File: src/rtl/dff_pipe.sv
// dff_pipe: elastic delay line of DEPTH register stages, each WIDTH bits wide,
// with per-stage valid bits, valid/ready backpressure and bubble collapsing.
// Optional feature macro: DFF_PIPE_FLUSH_EN (adds a synchronous flush input).
module dff_pipe #(
    parameter int unsigned      WIDTH       = 8,
    parameter int unsigned      DEPTH       = 2,
    parameter logic [WIDTH-1:0] RESET_VALUE = '0
) (
    input  logic                         clk,
    input  logic                         rst,
    input  logic                         in_valid,
    input  logic [WIDTH-1:0]             in_data,
    output logic                         in_ready,
    output logic                         out_valid,
    output logic [WIDTH-1:0]             out_data,
    input  logic                         out_ready,
`ifdef DFF_PIPE_FLUSH_EN
    input  logic                         flush,
`endif
    output logic [$clog2(DEPTH+1)-1:0]   count
);

    localparam int unsigned CW = $clog2(DEPTH + 1);

    logic [DEPTH-1:0] v_q;
    logic [DEPTH-1:0] v_d;
    logic [WIDTH-1:0] d_q [DEPTH];
    logic [WIDTH-1:0] d_d [DEPTH];
    logic [CW-1:0]    count_q;
    logic [CW-1:0]    count_d;
    logic [DEPTH-1:0] rdy;
    logic             flush_c;
    logic             in_xfer;
    logic             out_xfer;

`ifdef DFF_PIPE_FLUSH_EN
    assign flush_c = flush;
`else
    assign flush_c = 1'b0;
`endif

    // Ready chain: a stage can load if it, or any stage downstream of it, is
    // empty, or if the output stage is draining this cycle.
    always_comb begin
        logic tail_full;
        rdy       = '0;
        tail_full = 1'b1;
        for (int i = int'(DEPTH) - 1; i >= 0; i--) begin
            tail_full = tail_full & v_q[i];
            rdy[i]    = ~tail_full | out_ready;
        end
    end

    assign in_ready  = rdy[0] & ~flush_c;
    assign out_valid = v_q[DEPTH-1];
    assign out_data  = d_q[DEPTH-1];
    assign count     = count_q;

    // Next-state: advance every stage whose ready is set; flush clears valids.
    always_comb begin
        v_d      = v_q;
        d_d      = d_q;
        count_d  = count_q;
        in_xfer  = in_valid & in_ready;
        out_xfer = v_q[DEPTH-1] & out_ready;
        if (flush_c) begin
            v_d     = '0;
            count_d = '0;
        end else begin
            if (rdy[0]) begin
                v_d[0] = in_valid;
                if (in_valid) begin
                    d_d[0] = in_data;
                end
            end
            for (int i = 1; i < int'(DEPTH); i++) begin
                if (rdy[i]) begin
                    v_d[i] = v_q[i-1];
                    if (v_q[i-1]) begin
                        d_d[i] = d_q[i-1];
                    end
                end
            end
            count_d = count_q + CW'(in_xfer) - CW'(out_xfer);
        end
    end

    // State registers with asynchronous reset discarding all contents.
    always_ff @(posedge clk or posedge rst) begin
        if (rst) begin
            v_q     <= '0;
            count_q <= '0;
            for (int i = 0; i < int'(DEPTH); i++) begin
                d_q[i] <= RESET_VALUE;
            end
        end else begin
            v_q     <= v_d;
            d_q     <= d_d;
            count_q <= count_d;
        end
    end

endmodule
File: config.mk
export PLATFORM = sky130hd
export DESIGN_NAME = dff_pipe
export DESIGN_NICKNAME = d
export VERILOG_FILES = /design/src/rtl/dff_pipe.sv
export SDC_FILE = /design/constraint.sdc
export NUM_CORES = 1
export LEC_CHECK = 0
export CAP_MARGIN = 20
export CORE_ASPECT_RATIO = 1.4
export CORE_MARGIN = 8
export CORE_UTILIZATION = 32
export DETAILED_ROUTE_END_ITERATION = 8
export SLEW_MARGIN = 5
export SYNTH_ARGS = -nofsm -noshare
export SYNTH_HDL_FRONTEND = slang
export SYNTH_SLANG_ARGS = --single-unit
File: constraint.sdc
create_clock -name clk -period 2.68 [get_ports clk]
set_input_delay 0.402 -clock clk [delete_from_list [all_inputs] [get_ports clk]]
set_output_delay 0.402 -clock clk [all_outputs]
set_load 0.02 [all_outputs]
Yosys cells after proc, flatten, opt, wreduce, memory -nomap -nowiden:

Index checks and enable logic that the tools add are counted.

* flip-flop bits (word level): 20
* latch bits: 0
* RAM bits: 0
* bits in read-only memories: 0
* bits of input ports: 12
* output and inout port bits: 12
* word-level logic and storage cells: 16
* memories: 0

* add/sub/neg operators: 2
* $mul: 0
* divide/modulo/power cells: 0
* order comparisons: 0
* equal/unequal tests: 0
* shifts and indexed selects: 0
* multiplexer cells: 0
* bitwise gates (word level): 7
* reduce and logical (&&, ||, !) cells: 2

Operators by type and width (count)
* $reduce_and A2 Y1: 2
* $and A1 B1 Y1: 3
* $add A2 B1 Y2: 1
* $not A1 Y1: 2
* $or A1 B1 Y1: 2
* $sub A2 B1 Y2: 1

Longest topological paths before layout:

* depth in word-level cells: 6
* depth in mapped cells: 7
* gate-level depth less buffers: 7

Least setup slack after synthesis:

No wires, ideal clock.

* kind: register to register
* start: register v_q[1]
* end: register count_q[1] (netlist: count[1])
* setup time: 0.123 ns
* data arrival time: 1.503 ns
* data required time: 2.557 ns
* slack: 1.055 ns
* cell stages (with the launch flop): 8
* path buffers: 0
* clock period less this slack: 1.625 ns
* cells stage by stage: dfrtp_1 nand3b_4 nand2_8 ha_1 inv_1 ha_1 xnor2_1 xnor2_1

* longest elaborated chain between the ends: 6
* elaborated cells between the ends (all ways): 7
* those cells by class: 2 x add/sub; 5 x bitwise

Ends and longest elaborated chain
* start, declared: RTL line 25 `logic [DEPTH-1:0] v_q;`
* start signal, assigned: RTL line 97 `v_q <= v_d;`
* $and A1 B1 Y1: RTL line 49 `tail_full = tail_full & v_q[i];`
* $not A1 Y1: RTL line 50 `rdy[i] = ~tail_full | out_ready;`
* $or A1 B1 Y1: RTL line 50
* net in_ready: RTL line 13 `output logic in_ready,`
* $and A1 B1 Y1: RTL line 64 `in_xfer = in_valid & in_ready;`
* $add A2 B1 Y2: RTL line 84 `count_d = count_q + CW'(in_xfer) - CW'(out_xfer);`
* $sub A2 B1 Y2: RTL line 84
* net count_d[1]: RTL line 30 `logic [CW-1:0] count_d;`
* end signal, assigned: RTL line 99 `count_q <= count_d;`
* end, declared: RTL line 29 `logic [CW-1:0] count_q;`

The timed path passes the listed nets, and every way through them passes these cells.
A chain may end at the register's enable or synchronous reset.

Final worst setup path:

* start: input port out_ready
* end: output port in_ready

* longest elaborated chain between the ends: 1

Ends and longest elaborated chain
* start, declared: RTL line 16 `input logic out_ready,`
* $or A1 B1 Y1: RTL line 50
* end, declared: RTL line 13

Every way passes these cells.

==> results.md <==
* Cells resized by post-CTS repair at 0
* H-tree levels at 1
* Syn Area/Cell at 15.8 µm²
* Register bit total from synthesis at 20
* ANT cells at 0
* Clock buffer depth at 2
* CP arrival at 1.68 ns
* Worst reg2reg path depth at 7
* Share of the synthesized area in the top cell type at 0.556
* Tcrit/Tclk final at 0.775
* Worst skew pair latency at 0.25 ns
* Iter 0 DRT Violations at 1
* Critical path type: input pin to primary output
* Clk_skew at 0.00418 ns
* PD cells at 780 nW/µm²
* Post-layout util at 0.419
* Cells after synthesis at 57
* Core ar. at 2760 µm²
* Detail Route Antenna Nets at 0
* WL/cell at 13.1 µm
* Total Neg Setup Slack at 0 ns
* Vias in the first global route at 521
* RSZ-0062 raised after global routing: false
* P&R area growth vs syn at 28.6%
* Max cap viols at 0
* Root Driver: clkbuf_8
* Port bufs at 23
* Filler cells at 275
* Worst reg2reg startpoint: v_q[1]
* Vias per inst at 4.04
* Row count at 23
* All-Layer GR Usage at 0.0680
* Hold depth at 1
* Clk sinks at 20
* Status: completed
* CP Launch Type: input pin
* Final min period at 2.08 ns
* Detail Placement HPWL at 1.13 mm
* Mapped Area at 901 µm²
* I/O pin cnt at 24
* YS warnings at 0
* Fmax at 0.481 GHz
* NumNets Final at 91
* Congestion Overflow GR at 0
* Final Hold Fails at 0
* Worst R2R Setup Slack at 1.12 ns
* Buffer count from post-CTS setup fixing at 0
* Height of the die at 78.8 µm
* Post-synth cell types at 15
* Initial antenna violation count at 0
* Worst endpoint required time at 2.28 ns
* Sequential area share after synthesis at 0.556
* Leak Pwr at 0.512 nW
* Worst hold start: d_q[14]
* Drt drc at 0
* Largest net degree at the start of global routing at 21
* Largest cells by area after synthesis: dfrtp_1 (56%), mux2_4 (13%), mux2_2 (8.8%)
* Vias at 453
* Leading area contributor after synthesis: dfrtp_1
* Maximum VDD drop at 0.000476 V
* Die area at 4790 µm²
* Worst-margin pin slew at 0.757 ns
* Wirelength, routed at 1.47 mm
* First-pass GRT wire length at 2.43 mm
* TritonCTS clock tree: done
* Routability congestion estimate at 0.611
* Clock slew at reported path FFs at 0.06 ns
* CP endpoint kind: primary output
* Total CTS buffers at 3
* Setup violators final at 0
* Worst rel slew slack at 0.495
* R2r endpoint: count[1]
* Die X at 60.8 µm
* CTS Hold Bufs at 0
* Initial Util at 0.326
* Pre-antenna DRT Iters at 2
* Post-Syn Nets at 71
* Worst hold path class: register to register
* Share of cells above drive strength 1 at 0.293
* Final Slew Violations at 0
* Hold worst-path end: out_data[6]
* CP Max Fanout at 3
[routing by layer]
layer | routed length, µm | vias up | global-route usage
met2 | 672 | 15 | 0.0966
met4 | 16 | 0 | 0.0351
met1 | 644 | 217 | 0.0823
li1 | - | 219 | -
met5 | 0 | - | 0
met3 | 136 | 2 | 0.0323
[cell type report]
| type | count | area (µm²) | share of cell area |
|---|---|---|---|
| sequential | 20 | 500 | 0.432 |
| clock buffer | 3 | 41.3 | 0.0356 |
| inverter | 2 | 7.51 | 0.00648 |
| timing repair buffer | 23 | 230 | 0.199 |
| tap | 37 | 46.3 | 0.0400 |
| multi-input combinational | 27 | 333 | 0.287 |
[cells in the mapped netlist]
library cell	n
dfrtp_1	20
buf_4	8
mux2_4	8
mux2_2	7
ha_1	2
inv_1	2
xnor2_1	2
and2_1	1
mux2_1	1
nand2_4	1
nand2_8	1
nand2b_1	1
nand2b_2	1
nand3b_4	1
or2b_1	1
[registers in the layout, summed over array words and instances, names as in the netlist]
name,flops
v_q,2
count,2
out_data,8
d_q,8
[critical path, stage by stage]
cell	delay, ns
clkdlybuf4s50_1	0.48
nand3b_4	0.17
clkdlybuf4s50_1	0.62
[logic make-up (layout without fill, tap and decap cells)]
group,Yosys count,after routing,share of synthesized area
muxes,16,16,0.233
DFF,20,20,0.556
adders and majority gates,2,2,0.0278
and+or+nand+nor,7,7,0.0889
buffers and inverters,10,28,0.0750
xor gates and xnor gates,2,2,0.0194
[stage by stage]
step	hold slack (ns)	instances	cell area (µm²)	power [mW]	worst slack (ns)
2_1_floorplan	0.366	57	901	0.632	1.05
3_3_place_gp	0.475	109	1120	0.723	0.609
3_5_place_dp	0.483	109	1120	0.731	0.601
4_1_cts	0.501	112	1160	0.922	0.597
5_1_grt	0.521	112	1160	0.958	0.547
6_report	0.496	112	1160	0.903	0.603
[power breakdown]
group	internal (mW)	switching (mW)	total [mW]	leakage, nW
clock	0.0996	0.0851	0.185	0.0216
combinational	0.176	0.134	0.310	0.259
sequential	0.371	0.0378	0.408	0.232
total	0.647	0.257	0.903	0.512
[how the worst max path moves through the flow]
stage,start,to,cells past startpoint
2_1_floorplan,v_q[1],count[1],7
3_3_place_gp,out_ready,in_ready,3
3_5_place_dp,out_ready,in_ready,3
4_1_cts,out_ready,in_ready,3
5_1_grt,out_ready,in_ready,3
6_report,out_ready,in_ready,3
[cell usage in the layout, fill, tap and decap left out, drive strengths merged]
| cell | n |
|---|---|
| and2 | 1 |
| clkbuf | 3 |
| clkdlybuf4s50 | 23 |
| dfrtp | 20 |
| ha | 2 |
| inv | 2 |
| mux2 | 16 |
| nand2 | 2 |
| nand2b | 2 |
| nand3b | 1 |
| or2b | 1 |
| xnor2 | 2 |
No activity file was read; power rests on OpenSTA's default activity.
